[config.mk]
export PLATFORM = sky130hd
export DESIGN_NAME = dds_wave_reader_flat
export DESIGN_NICKNAME = d
export VERILOG_FILES = /design/src/rtl/dds_wave_reader_if.sv /design/src/rtl/dds_wave_reader.sv /design/src/flat_wrapper.sv
export SDC_FILE = /design/constraint.sdc
export NUM_CORES = 1
export LEC_CHECK = 0
export ABC_AREA = 1
export CAP_MARGIN = 20
export CORE_MARGIN = 3
export CORE_UTILIZATION = 30
export DETAILED_ROUTE_END_ITERATION = 6
export DONT_BUFFER_PORTS = 1
export GPL_TIMING_DRIVEN = 0
export PLACE_DENSITY = 0.56
export SYNTH_ARGS = -nofsm -noshare
export SYNTH_HDL_FRONTEND = slang
export SYNTH_SLANG_ARGS = --single-unit
[constraint.sdc]
create_clock -name clk -period 3.5 [get_ports clk]
set_input_delay 1.05 -clock clk [delete_from_list [all_inputs] [get_ports clk]]
set_output_delay 1.05 -clock clk [all_outputs]
set_load 0.005 [all_outputs]
[src/rtl/dds_wave_reader_if.sv]
// ROM read port and DAC sample stream of the DDS wave reader.
// master = reader engine, slave = ROM model / DAC side.
interface dds_wave_reader_if #(
  parameter int ADDR_W = 11,
  parameter int DATA_W = 8
);
  logic              rom_ce;
  logic              rom_oce;
  logic              rom_reset;
  logic [ADDR_W-1:0] rom_ad;
  logic [DATA_W-1:0] rom_dout;
  logic [DATA_W-1:0] dac_data;
  logic              dac_valid;
  logic              dac_ready;
  logic              dac_sof;

  modport master (
    output rom_ce, rom_oce, rom_reset, rom_ad,
    output dac_data, dac_valid, dac_sof,
    input  rom_dout, dac_ready
  );

  modport slave (
    input  rom_ce, rom_oce, rom_reset, rom_ad,
    input  dac_data, dac_valid, dac_sof,
    output rom_dout, dac_ready
  );
endinterface

[src/rtl/dds_wave_reader.sv]
// Phase-accumulator DDS reader: drives a bypass-mode 2048x8 pROM and streams samples to a DAC.
// Latency: ROM issue one cycle after RUN entry, sample valid two edges later; 1 sample/clk when ready.
// Backpressure: dac_ready low freezes issue and capture; the ROM holds dout. Optional AMP_SCALE_EN adds amp[8:0].
module dds_wave_reader #(
  parameter int PHASE_W = 32,
  parameter int ADDR_W  = 11,
  parameter int DATA_W  = 8
) (
  input  logic               clk,
  input  logic               rst_n,
  input  logic               enable,
  input  logic [PHASE_W-1:0] ftw,
  input  logic               ftw_load,
  input  logic [ADDR_W-1:0]  phase_off,
`ifdef AMP_SCALE_EN
  input  logic [8:0]         amp,
`endif
  output logic               busy,
  dds_wave_reader_if.master  bus
);

  typedef enum logic [1:0] {IDLE, RUN, DRAIN} state_t;

  state_t              state_q;
  logic [PHASE_W-1:0]  acc_q;
  logic [PHASE_W-1:0]  ftw_act_q;
  logic [PHASE_W-1:0]  ftw_shd_q;
  logic                inflight_q;
  logic                sof_pend_q;
  logic                sof_q;
  logic [DATA_W-1:0]   dac_data_q;
  logic                dac_valid_q;
  logic                dac_sof_q;

  logic                adv;
  logic                issue;
  logic                capture;
  logic                carry;
  logic [PHASE_W-1:0]  acc_d;
  logic [PHASE_W-1:0]  ftw_act_d;
  logic [DATA_W-1:0]   sample_d;

  assign adv     = !dac_valid_q || bus.dac_ready;
  assign issue   = (state_q == RUN) && adv;
  assign capture = inflight_q && adv;

  assign {carry, acc_d} = {1'b0, acc_q} + {1'b0, ftw_act_q};
  // A load on the same edge as the activation wins over the old shadow value.
  assign ftw_act_d = ftw_load ? ftw : ftw_shd_q;

`ifdef AMP_SCALE_EN
  logic [8:0]        amp_eff;
  logic [DATA_W+8:0] prod;
  assign amp_eff  = (amp > 9'd256) ? 9'd256 : amp;
  assign prod     = {9'd0, bus.rom_dout} * {{DATA_W{1'b0}}, amp_eff};
  assign sample_d = prod[DATA_W+7:8];
`else
  assign sample_d = bus.rom_dout;
`endif

  always_ff @(posedge clk or negedge rst_n) begin
    if (!rst_n) begin
      state_q     <= IDLE;
      acc_q       <= '0;
      ftw_act_q   <= '0;
      ftw_shd_q   <= '0;
      inflight_q  <= 1'b0;
      sof_pend_q  <= 1'b0;
      sof_q       <= 1'b0;
      dac_data_q  <= '0;
      dac_valid_q <= 1'b0;
      dac_sof_q   <= 1'b0;
    end else begin
      if (ftw_load) ftw_shd_q <= ftw;

      case (state_q)
        IDLE: if (enable) begin
          state_q    <= RUN;
          acc_q      <= '0;
          ftw_act_q  <= ftw_act_d;
          sof_pend_q <= 1'b1;
        end
        RUN: if (!enable) state_q <= DRAIN;
        DRAIN: begin
          if (enable)                            state_q <= RUN;
          else if (!inflight_q && !dac_valid_q)  state_q <= IDLE;
        end
        default: state_q <= IDLE;
      endcase

      // Retune only at the wrap so the new frequency starts at phase zero.
      if (issue) begin
        acc_q      <= acc_d;
        inflight_q <= 1'b1;
        sof_q      <= sof_pend_q;
        sof_pend_q <= carry;
        if (carry) ftw_act_q <= ftw_act_d;
      end else if (adv) begin
        inflight_q <= 1'b0;
      end

      if (capture) begin
        dac_data_q  <= sample_d;
        dac_valid_q <= 1'b1;
        dac_sof_q   <= sof_q;
      end else if (bus.dac_ready) begin
        dac_valid_q <= 1'b0;
      end
    end
  end

  assign bus.rom_ce    = issue;
  assign bus.rom_oce   = 1'b1;
  assign bus.rom_reset = (state_q == IDLE);
  assign bus.rom_ad    = acc_q[PHASE_W-1 -: ADDR_W] + phase_off;
  assign bus.dac_data  = dac_data_q;
  assign bus.dac_valid = dac_valid_q;
  assign bus.dac_sof   = dac_sof_q;
  assign busy          = (state_q != IDLE);

endmodule
[src/flat_wrapper.sv]
// flat-port wrapper written by rule: the top's interface ports become plain ports
module dds_wave_reader_flat 
#(
  parameter int PHASE_W = 32,
  parameter int ADDR_W  = 11,
  parameter int DATA_W  = 8
)
  (clk, rst_n, enable, ftw, ftw_load, phase_off, busy, bus_rom_ce, bus_rom_oce, bus_rom_reset, bus_rom_ad, bus_dac_data, bus_dac_valid, bus_dac_sof, bus_rom_dout, bus_dac_ready);
  dds_wave_reader_if #(.ADDR_W(ADDR_W), .DATA_W(DATA_W)) bus_i ();
  input  logic clk;
  input  logic rst_n;
  input  logic enable;
  input  logic [PHASE_W-1:0] ftw;
  input  logic ftw_load;
  input  logic [ADDR_W-1:0] phase_off;
  output logic busy;
  output wire logic [$bits(bus_i.rom_ce)-1:0] bus_rom_ce;
  output wire logic [$bits(bus_i.rom_oce)-1:0] bus_rom_oce;
  output wire logic [$bits(bus_i.rom_reset)-1:0] bus_rom_reset;
  output wire logic [$bits(bus_i.rom_ad)-1:0] bus_rom_ad;
  output wire logic [$bits(bus_i.dac_data)-1:0] bus_dac_data;
  output wire logic [$bits(bus_i.dac_valid)-1:0] bus_dac_valid;
  output wire logic [$bits(bus_i.dac_sof)-1:0] bus_dac_sof;
  input wire logic [$bits(bus_i.rom_dout)-1:0] bus_rom_dout;
  input wire logic [$bits(bus_i.dac_ready)-1:0] bus_dac_ready;
  assign bus_rom_ce = bus_i.rom_ce;
  assign bus_rom_oce = bus_i.rom_oce;
  assign bus_rom_reset = bus_i.rom_reset;
  assign bus_rom_ad = bus_i.rom_ad;
  assign bus_dac_data = bus_i.dac_data;
  assign bus_dac_valid = bus_i.dac_valid;
  assign bus_dac_sof = bus_i.dac_sof;
  assign bus_i.rom_dout = bus_rom_dout;
  assign bus_i.dac_ready = bus_dac_ready;
  dds_wave_reader #(.PHASE_W(PHASE_W), .ADDR_W(ADDR_W), .DATA_W(DATA_W)) u_core (.clk(clk), .rst_n(rst_n), .enable(enable), .ftw(ftw), .ftw_load(ftw_load), .phase_off(phase_off), .busy(busy), .bus(bus_i));
endmodule
Word-level counts from Yosys, hierarchy flattened
Cells that the tools add are included.
{ "classes": {"muxes": 20, "addsub": 2, "reduce_logical": 14, "n_eq_ne": 5} }
{ "ops": {"columns": ["cell", "count"], "rows": [
  ["$mux 32", 8],
  ["$add 32x32->33", 1],
  ["$add 11x11->11", 1],
  ["$reduce_bool 2->1", 5],
  ["$mux 2", 4],
  ["$mux 1", 7],
  ["$pmux 2 s3", 1],
  ["$ne 2x2->1 const B", 2],
  ["$logic_and 1x1->1", 3],
  ["$ne 3x2->1 const B", 1],
  ["$reduce_and 3->1", 1],
  ["$eq 2x1->1 const B", 1],
  ["$eq 2x2->1 const B", 1],
  ["$logic_not 1->1", 2],
  ["$logic_not 2->1", 1],
  ["$reduce_and 2->1", 1],
  ["$logic_or 1x1->1", 1]
]} }
{ "totals": {"input_bits": 56, "word_cells": 51, "regBits": 111} }

Logic depth before layout (Yosys ltp)
Gate-level depths: netlist of run 1.
{ "logic_depth": {"depth_word": 5, "mapped_depth": 16, "depth_no_buf": 15} }

Least setup slack after synthesis of run 1
No wires, ideal clock.
{ "synth_path": {"path_kind": "input to output", "startpoint": "in phase_off[0]", "endpoint": "out bus_rom_ad[8]", "cell_stages": 9, "t_required_ns": 2.450, "t_arrival_ns": 2.395, "path_slack_ns": 0.055, "path_cell_list": "ha_1 inv_1 fa_1 o21ai_0 a21oi_1 nor2_1 nand2_1 nand2_1 xor2_1"} }
{ "synth_between": {"elab_chain_len": 1} }
{ "synth_rtl": {"columns": ["item", "line_no", "rtl"], "rows": [
  ["start, declared", "flat_wrapper.sv:15", "input logic [ADDR_W-1:0] phase_off;"],
  ["$add 11x11->11", "dds_wave_reader.sv:115", "assign bus.rom_ad = acc_q[PHASE_W-1 -: ADDR_W] + phase_off;"],
  ["end, declared", "flat_wrapper.sv:20", "output wire logic [$bits(bus_i.rom_ad)-1:0] bus_rom_ad;"]
]} }
No other way between the ends.

Worst setup path in the final report of run 1
Ends and elaborated chain as after synthesis.

==> impl_metrics.yaml, run 1 <==
floorplan:
  rows: 57
  start_util: 0.3097
  io_pins: 81
  core_area_sq_um: 24680
  die_width_um: 165.6
  dieHeight_um: 165.6
  die_area_sq_um: 27430
clocking:
  htree_levels: 3
  cts_buffer_depth: 2
  clkSinkCount: 111
  insertion_delay_ns: 0.36
  cts_root_buf: "clkbuf_16"
  cts_buffers: 9
  cts.clk_slew.worst_paths_ns: 0.08
  cts_setup_buffers: 0
  cts_tree: "built"
  holdBufCountCts: 0
timing:
  whs_ns: 0.3782
  setup_ws_ns: 0.1138
  finClkSkew_ns: 0.01075
  setup_viol: 0
  slew_viol_final: 0
  hold_viol_final: 0
  worst_pin_slew_ns: 0.6173
  min_period_ns: 3.386
  fmax_ghz: 0.2953
  post-route-period-util: 0.9675
  rsz0062_at_grt: "false"
  max-slew-margin-rel: 0.5885
run_status:
  status: "complete, no violations"
power_and_ir_drop:
  power_frac_comb: 0.558
  p_switching_uw: 3570
  seqPwrFrac: 0.283
  internal-power_uw: 3887
  peakVddDrop_mv: 0.3417
  p_sw_frac: 0.4787
  p_per_area_nw_per_um2: 886.9
  p_leak_uw: 0.004501
  p_clk_frac: 0.159
route:
  antenna_left: 0
  routed_wl_mm: 18.39
  wire_per_inst_um: 13.94
  initialDrtViolationCount: 311
  vias: 6028
  drt_drc_violations_left: 0
  viasPerCell: 4.570
  drt_pass1_iterations: 5
finish:
  syn_to_final_growth_pct: 10.02
  seqCellArea_sq_um: 2778
  fillCellCount: 2658
  antennaDiodeCount: 0
  final_nets: 1090
  layout-drive-gt1-share: 0.1789
  multi_input_area_sq_um: 4116
  finalNonFillerCells: 1319
  fin_area_sq_um: 8408
worst_setup_path:
  r2r_cells: 16
  reg2reg_to: "u_core.ftw_act_q[21]$_DFF_PN0_"
  crit_fanout: 3
  slowest_delay_ns: 0.38
  required_ns: 2.45
  cp_slowest_cell: "fa_2"
  end_kind: "primary output"
  path_cells: "ha_1 -> inv_1 -> fa_2 -> o21ai_2 -> a21oi_2 -> nor2_1 -> nand2_1 -> nand2_1 -> xor2_1"
  critPathTopFamily: "adder cells"
  crit_arrival_ns: 2.34
  crit_path_start_kind: "primary input"
  criticalPathCategory: "primary input to primary output"
  worstReg2RegStart: "u_core.ftw_act_q[0]$_DFF_PN0_"
  r2r_slack_ns: 1.15
  cp_common_cell: "nand2_1"
  crit_buf_inv: 1
place:
  place_hpwl_mm: 14.44
  dp_cells: 1303
  place.port_buffers: 0
  pre_cts_slack_ns: -0.1268
  dpl_cell_area_sq_um: 8048
  routabilityCongestion: 0.9325
logic_synthesis:
  synth_area_leaders: "dfrtp_1 36%, nand2_1 17%, nand3_2 7.9%"
  syn_inst: 979
  async_reset_ff_frac: 1.000
  yosysUniqueCellTypes: 42
  synth_nets: 1079
  synth-seq-cells: 111
  yosys_warnings: 0
  synth_edf_count: 0
  synth_top_area_frac: 0.3635
  synth_most_common_cell: "nand2_1"
  yosys.area.top_type: "dfrtp_1"
  synth_flop_cell: "dfrtp_1"
  avgSynthCellArea_sq_um: 7.806
  ys_seq_area_frac: 0.3635
  syn_area_sq_um: 7642
  synth_common_cells: "336 x nand2_1, 142 x inv_1, 111 x dfrtp_1"
grt:
  grt.total_usage: 0.1358
  grt.overflow.total: 0
  use_met2: 0.2236
  grt_max_degree: 112
  grt_busiest_layer: "met2"
  use_met3: 0.02812
  grt_pass1_wl_mm: 30.57
  grt_use_met1: 0.1845
  grt_pass1_vias: 5944
  antenna_found_initial: 0
run:
  max_cap_viol_count: 0
min_path:
  hp-class: "primary input to async pin"
==> through the flow <==
stage	TNS, ns	power, uW	utilization
after CTS	0	7510	0.3402
after global routing	0	8225	0.3407
after global placement	-0.1044	6214	0.3261
final	0	7457	0.3407
after floorplan	0	5299	-
after detailed placement	-0.1268	6276	0.3261
==> power groups by stage <==
| stage | registers, uW | logic, uW | clock network [uW] |
|---|---|---|---|
| after global placement | 2120 | 4100 | 0 |
| after global routing | 2170 | 4780 | 1280 |
| after floorplan | 1980 | 3310 | 0 |
| final | 2110 | 4160 | 1190 |
| after CTS | 2110 | 4170 | 1230 |
| after detailed placement | 2130 | 4150 | 0 |
==> registers in the layout, indices dropped and copies added (netlist names) <==
| name | count |
|---|---|
| u_core.sof_q | 1 |
| u_core.sof_pend_q | 1 |
| u_core.bus.dac_data | 8 |
| u_core.ftw_act_q | 32 |
| u_core.acc_q | 32 |
| u_core.ftw_shd_q | 32 |
| u_core.inflight_q | 1 |
| u_core.bus.dac_sof | 1 |
| u_core.state_q | 2 |
| u_core.bus.dac_valid | 1 |
==> final cells by class <==
cell class              instances  share of cell area
flip-flops and latches        111              0.3304
multi-input cells             694              0.4896
inverters                     151             0.06801
clock buffers                   9             0.02679
well taps                     324             0.04821
clock inverters                 7             0.01399
plain buffers                  23             0.02307
==> cells by family (layout without fill, tap and decap cells) <==
| logic type | count (synthesis) | in the layout | share of synthesized area |
|---|---|---|---|
| AO/OA/AOI/OAI | 71 | 71 | 0.05321 |
| XOR/XNOR | 12 | 12 | 0.01375 |
| adder cells (fa/ha/maj) | 44 | 44 | 0.07400 |
| buffers and inverters | 174 | 190 | 0.1002 |
| flip-flops | 111 | 111 | 0.3635 |
| multiplexers | 41 | 41 | 0.06041 |
| other | 1 | 1 | 0.0004907 |
| AND/OR/NAND/NOR | 525 | 525 | 0.3345 |
==> placed cells by master, fill, tap and decap left out, drive strengths merged <==
cell       n
clkinv     5
nand3b     4
inv      151
buf       21
nand4      3
o21ai     21
clkbuf    11
o2111ai    2
o22ai      1
and3       1
o21a       1
xnor2      3
a22o       1
xor2       9
ha        42
or2        1
a21oi     38
nand2    352
nor3       5
fa         2
o21bai     4
nor2      56
a32o       2
conb       1
bufinv     2
mux2      41
dfrtp    111
nand3    103
a31oi      1
==> layer usage <==
| layer | vias up | wire, um |
|---|---|---|
| met5 | - | 0 |
| met4 | 0 | 246 |
| li1 | 3111 | - |
| met2 | 106 | 8673 |
| met1 | 2795 | 8649 |
| met3 | 16 | 824 |
==> worst max-delay path by stage <==
stage / start / endpoint / cells past startpoint
3_3_place_gp: phase_off[0] / bus_rom_ad[8] / 9
2_1_floorplan: phase_off[0] / bus_rom_ad[8] / 9
6_report: phase_off[0] / bus_rom_ad[8] / 9
3_5_place_dp: phase_off[0] / bus_rom_ad[8] / 9
5_1_grt: phase_off[0] / bus_rom_ad[8] / 9
4_1_cts: phase_off[0] / bus_rom_ad[8] / 9
==> what timing repair did <==
action | in CTS | in global routing
hold endpoints to repair | 0 | 0
gates resized for setup | 2 | 5
pin swaps | 0 | 1
endpoints found under the setup margin | 1 | 2
Note: power is estimated with default switching activity, not from simulation.
==> run 2, diff against run 1 <==
- CORE_UTILIZATION: 30 -> 55
- PLACE_DENSITY: 0.56 -> 0.82
==> run 2 against run 1 <==
Compared with the run above: hold slack gained 0.0043 ns; clock power is essentially flat; sequential power is essentially flat; core utilization grew 27 points; clock-buffer cell count is the same; global-route usage grew 11 points; first-iteration DRC count grew 23%.
==> impl_metrics.yaml, run 2 (same netlist as run 1, synthesis figures left out) <==
finish:
  top_regs: "u_core.acc_q (32), u_core.ftw_act_q (32), u_core.ftw_shd_q (32)"
  antennaDiodeCount: 0
  fillCellCount: 1134
  fin_area_sq_um: 8230
  finalNonFillerCells: 1172
  mostFrequentLayoutCell: "nand2_1"
  multi_input_area_sq_um: 4116
  syn_to_final_growth_pct: 7.695
  seqCellArea_sq_um: 2778
  final_cell_mix: "336 x nand2_1, 142 x inv_1, 111 x dfrtp_1, 60 x nand3_2, 48 x nor2_1"
  final_nets: 1091
  final_core_util: 0.6142
  layout-drive-gt1-share: 0.1787
timing:
  min_period_ns: 3.380
  slew_viol_final: 0
  fin_setup_tns_ns: 0
  max-slew-margin-rel: 0.5080
  finClkSkew_ns: 0.009016
  rsz0062_at_grt: "true"
  hold_viol_final: 0
  fmax_ghz: 0.2959
  setup_viol: 0
  post-route-period-util: 0.9656
  worst_pin_slew_ns: 0.7379
worst_setup_path:
  cp_common_cell: "nand2_1"
  slowest_delay_ns: 0.37
  reg2reg_to: "u_core.ftw_act_q[22]$_DFF_PN0_"
  r2r_slack_ns: 1.08
  worstReg2RegStart: "u_core.acc_q[0]$_DFFE_PN0P_"
  end_kind: "primary output"
  cp_slowest_cell: "fa_2"
  crit_arrival_ns: 2.33
  required_ns: 2.45
  r2r_cells: 15
  path_cells: "ha_1 -> inv_1 -> fa_2 -> o21ai_2 -> a21oi_2 -> nor2_1 -> nand2_1 -> nand2_1 -> xor2_2"
  crit_path_start_kind: "primary input"
  crit_fanout: 3
  worstSetupStartpoint: "phase_off[0]"
  criticalPathCategory: "primary input to primary output"
  endpoint: "bus_rom_ad[8]"
clocking:
  cts.clk_slew.worst_paths_ns: 0.08
  htree_levels: 3
  cts_root_buf: "clkbuf_16"
  insertion_delay_ns: 0.35
  holdBufCountCts: 0
  cts_buffers: 9
  cts_buffer_depth: 2
  cts_tree: "built"
  clkSinkCount: 111
route:
  viasPerCell: 5.318
  antenna_left: 0
  drt_pass1_iterations: 5
  routed_wl_mm: 17.76
  wire_per_inst_um: 15.15
  drt_drc_violations_left: 0
  initialDrtViolationCount: 381
  vias: 6233
power_and_ir_drop:
  p_per_area_nw_per_um2: 908.6
  p_leak_uw: 0.004501
  internal-power_uw: 3895
  seqPwrFrac: 0.284
  power_uw: 7478
  power_frac_comb: 0.559
  p_sw_frac: 0.4791
  p_clk_frac: 0.157
  p_switching_uw: 3583
  peakVddDrop_mv: 0.4275
grt:
  grt_max_degree: 112
  grt.total_usage: 0.2422
  grt_pass1_vias: 6078
  grt_pass1_wl_mm: 29.04
  grt.overflow.total: 0
  antenna_found_initial: 0
place:
  place_hpwl_mm: 13.42
  routabilityCongestion: 0.9522
  dp_cells: 1155
  dpl_cell_area_sq_um: 7863
  place.port_buffers: 0
run_status:
  status: "complete, no violations"
min_path:
  hp-class: "primary input to async pin"
floorplan:
  die_area_sq_um: 15350
  core_area_sq_um: 13400
  start_util: 0.5703
  rows: 42
  dieHeight_um: 123.9
  io_pins: 81
  die_width_um: 123.9
run:
  max_cap_viol_count: 0
## run 2: worst min-delay path by stage
| stage | start | to | depth (start not counted) |
|---|---|---|---|
| after floorplan | u_core.sof_pend_q$_DFFE_PN0P_ | u_core.sof_q$_DFFE_PN0P_ | 2 |
| after global placement | u_core.sof_pend_q$_DFFE_PN0P_ | u_core.sof_q$_DFFE_PN0P_ | 2 |
| after detailed placement | u_core.sof_pend_q$_DFFE_PN0P_ | u_core.sof_q$_DFFE_PN0P_ | 2 |
| after CTS | rst_n | u_core.acc_q[23]$_DFFE_PN0P_ | 0 |
| after global routing | rst_n | u_core.acc_q[6]$_DFFE_PN0P_ | 0 |
| final | rst_n | u_core.acc_q[23]$_DFFE_PN0P_ | 0 |
## run 2: layout make-up
| type | count | share of cell area |
|---|---|---|
| Multi-Input combinational cell | 694 | 0.5002 |
| Sequential cell | 111 | 0.3375 |
| Inverter | 151 | 0.06947 |
| Clock buffer | 9 | 0.02736 |
| Tap cell | 176 | 0.02676 |
| Buffer | 23 | 0.02356 |
| Clock inverter | 7 | 0.01429 |
| Timing Repair Buffer | 1 | 0.0009121 |
## run 2: power groups by stage
stage | registers (uW) | logic, uW | clock network, uW
4_1_cts | 2120 | 4130 | 1180
3_5_place_dp | 2130 | 4080 | 0
2_1_floorplan | 1980 | 3310 | 0
3_3_place_gp | 2120 | 3950 | 0
6_report | 2130 | 4180 | 1180
5_1_grt | 2180 | 4740 | 1230
## run 2: critical path, delay by kind of cell
family,cells,cell delay [ns]
buffers and inverters,1,0.08
AND/OR/NAND/NOR,3,0.26
XOR/XNOR,1,0.15
adder cells (fa/ha/maj),2,0.53
AO/OA/AOI/OAI,2,0.25
## run 2: timing repair
item,in CTS,in global routing
setup endpoints to repair,1,2
cloned,0,0
pin swaps,0,2
resized for setup,3,3
setup buffers,0,1
## run 2: metal layers
layer	share of wire	GRT usage	wire length, um	up-vias
met5	0	0	0	-
met4	0.018	0.07197	321	0
met3	0.078	0.04496	1388	29
met2	0.46	0.3941	8116	189
met1	0.45	0.3307	7931	2903
li1	-	-	-	3112
## run 2: per-stage QoR
| step | hold WS (ns) | setup slack [ns] |
|---|---|---|
| floorplan | 0.4426 | 0.05529 |
| global placement | 0.4600 | -0.1026 |
| detailed placement | 0.4729 | -0.1390 |
| CTS | 0.3793 | 0.06982 |
| global route | 0.3728 | -0.004354 |
| finish | 0.3825 | 0.1203 |
==> run 3, diff against run 2 <==
- CORE_UTILIZATION: 55 -> 50
- PLACE_DENSITY: 0.82 -> 0.77
==> run 3 against run 2 <==
Compared with the run above: critical path depth shrank 1; fmax decreased by 0.66%; clock skew grew 0.00098 ns; design area decreased by 0.21%; first-iteration DRC count fell by 22%; largest power group unchanged.
==> impl_metrics.yaml, run 3 (same netlist as run 1, synthesis figures left out) <==
run:
  max_cap_viol_count: 0
finish:
  fillCellCount: 1323
  final_nets: 1090
  antennaDiodeCount: 0
  top_regs: "u_core.acc_q (32), u_core.ftw_act_q (32), u_core.ftw_shd_q (32)"
  fin_area_sq_um: 8213
  mostFrequentLayoutCell: "nand2_1"
  final_cell_mix: "336 x nand2_1, 142 x inv_1, 111 x dfrtp_1, 60 x nand3_2, 48 x nor2_1"
  layout-drive-gt1-share: 0.1761
  syn_to_final_growth_pct: 7.466
clocking:
  cts_buffers: 9
  cts_buffer_depth: 2
  cts_tree: "built"
  cts_root_buf: "clkbuf_16"
  htree_levels: 3
  cts.clk_slew.worst_paths_ns: 0.07
  cts_setup_buffers: 0
  clkSinkCount: 111
  insertion_delay_ns: 0.36
timing:
  fmax_ghz: 0.2939
  worst_pin_slew_ns: 0.7583
  max-slew-margin-rel: 0.4945
  whs_ns: 0.3814
  min_period_ns: 3.402
  rsz0062_at_grt: "false"
  hold_viol_final: 0
  setup_viol: 0
  post-route-period-util: 0.9721
  finClkSkew_ns: 0.009994
  slew_viol_final: 0
route:
  drt_pass1_iterations: 5
  antenna_left: 0
  initialDrtViolationCount: 296
  drt_drc_violations_left: 0
  routed_wl_mm: 17.77
  wire_per_inst_um: 15.08
  viasPerCell: 5.243
  vias: 6176
worst_setup_path:
  path_cells: "ha_1 -> a21oi_1 -> o21ai_0 -> a21oi_1 -> nor2_1 -> nand2_1 -> nand2_1 -> xor2_1"
  criticalPathCategory: "primary input to primary output"
  slowest_delay_ns: 0.33
  required_ns: 2.45
  cp_slowest_cell: "ha_1"
  crit_fanout: 4
  crit_buf_inv: 0
  critPathTopFamily: "compound AO/OA/AOI/OAI gates"
  r2r_cells: 16
  crit_arrival_ns: 2.35
  crit_path_start_kind: "primary input"
  end_kind: "primary output"
  crit_cells: 8
grt:
  grt.overflow.total: 0
  grt_pass1_wl_mm: 29.53
  grt_pass1_vias: 6038
  grt.total_usage: 0.2217
  antenna_found_initial: 0
  grt_max_degree: 112
min_path:
  hp-class: "primary input to async pin"
floorplan:
  rows: 44
  core_area_sq_um: 14750
  start_util: 0.5180
  dieHeight_um: 129.6
  io_pins: 81
  die_area_sq_um: 16800
  die_width_um: 129.6
place:
  routabilityCongestion: 0.8988
  dpl_cell_area_sq_um: 7873
  place_hpwl_mm: 13.90
  place.port_buffers: 0
power_and_ir_drop:
  peakVddDrop_mv: 0.5270
  p_leak_uw: 0.004494
  p_per_area_nw_per_um2: 904.8
run_status:
  status: "complete, no violations"
run 3: changes by cell type in the layout (fill, tap and decap cells not counted):
| cell | before | now |
|---|---|---|
| xor2_2 | 1 | 0 |
| xor2_1 | 8 | 9 |
| o21ai_1 | 1 | 0 |
| clkinv_8 | 2 | 1 |
| clkinvlp_4 | 1 | 0 |
| o21ai_0 | 19 | 20 |
| buf_4 | 3 | 2 |
| inv_8 | 0 | 1 |
run 3: final cells by class:
class / instances / area [sq um] / area share
clock buffer: 9 / 225.2 / 0.02742
clock inverter: 6 / 105.1 / 0.01280
inverter: 151 / 571.8 / 0.06962
tap: 184 / 230.2 / 0.02803
multi-input combinational: 694 / 4109 / 0.5003
sequential: 111 / 2778 / 0.3382
buffer: 23 / 193.9 / 0.02361
run 3: power breakdown:
group | internal [uW] | switching (uW) | total [uW]
Sequential | 1730 | 397 | 2130
Combinational | 1510 | 2650 | 4160
Clock | 639 | 501 | 1140
Total | 3880 | 3550 | 7430
run 3: repair_timing:
| item | in CTS | in global routing |
|---|---|---|
| resized for setup | 2 | 2 |
| pin swaps | 0 | 1 |
| hold endpoints to repair | 0 | 0 |
| hold buffers | 0 | 0 |
| setup endpoints to repair | 1 | 1 |
run 3: final timing paths:
kind | from | endpoint | slack (ns)
max reg2reg | u_core.ftw_act_q[0]$_DFF_PN0_ | u_core.ftw_act_q[8]$_DFF_PN0_ | 1.14
min in group clk | u_core.acc_q[10]$_DFFE_PN0P_ | u_core.acc_q[10]$_DFFE_PN0P_ | 0.49
max in group asynchronous | rst_n | u_core.ftw_act_q[22]$_DFF_PN0_ | 2.99
min | rst_n | u_core.ftw_shd_q[3]$_DFF_PN0_ | 0.38
min reg2reg | u_core.acc_q[10]$_DFFE_PN0P_ | u_core.acc_q[10]$_DFFE_PN0P_ | 0.49
max | phase_off[2] | bus_rom_ad[7] | 0.1
run 3: worst register-to-register path: stages (launching register included):
cell and delay, ns:
dfrtp_1 0.37, ha_1 0.27, inv_1 0.08, fa_1 0.38, inv_1 0.12, nand2_1 0.10
nand2_1 0.11, nand3_2 0.07, nand2_2 0.09, nand2_2 0.07, nand2_4 0.09, nand2_4 0.07
nand2_4 0.06, nand2_4 0.07, buf_6 0.17, nand3_2 0.06, nand2_1 0.06
run 3: metal layers:
layer	up-vias	global-route usage	part of all wire
li1	3108	-	-
met1	2873	0.3045	0.45
met2	169	0.3552	0.47
met3	26	0.03957	0.064
met4	0	0.07641	0.022
met5	-	0	0
run 3: metrics by stage:
step | instances | worst slack (ns) | util | setup TNS, ns | power [uW]
after global routing | 1178 | 0.01189 | 0.5566 | 0 | 8111
after floorplan | 979 | 0.05529 | - | 0 | 5299
after detailed placement | 1163 | -0.1090 | 0.5336 | -0.1090 | 6237
after CTS | 1178 | 0.01726 | 0.5562 | 0 | 7399
after global placement | 1163 | -0.07816 | 0.5336 | -0.07816 | 6106
final | 1178 | 0.09779 | 0.5566 | 0 | 7431
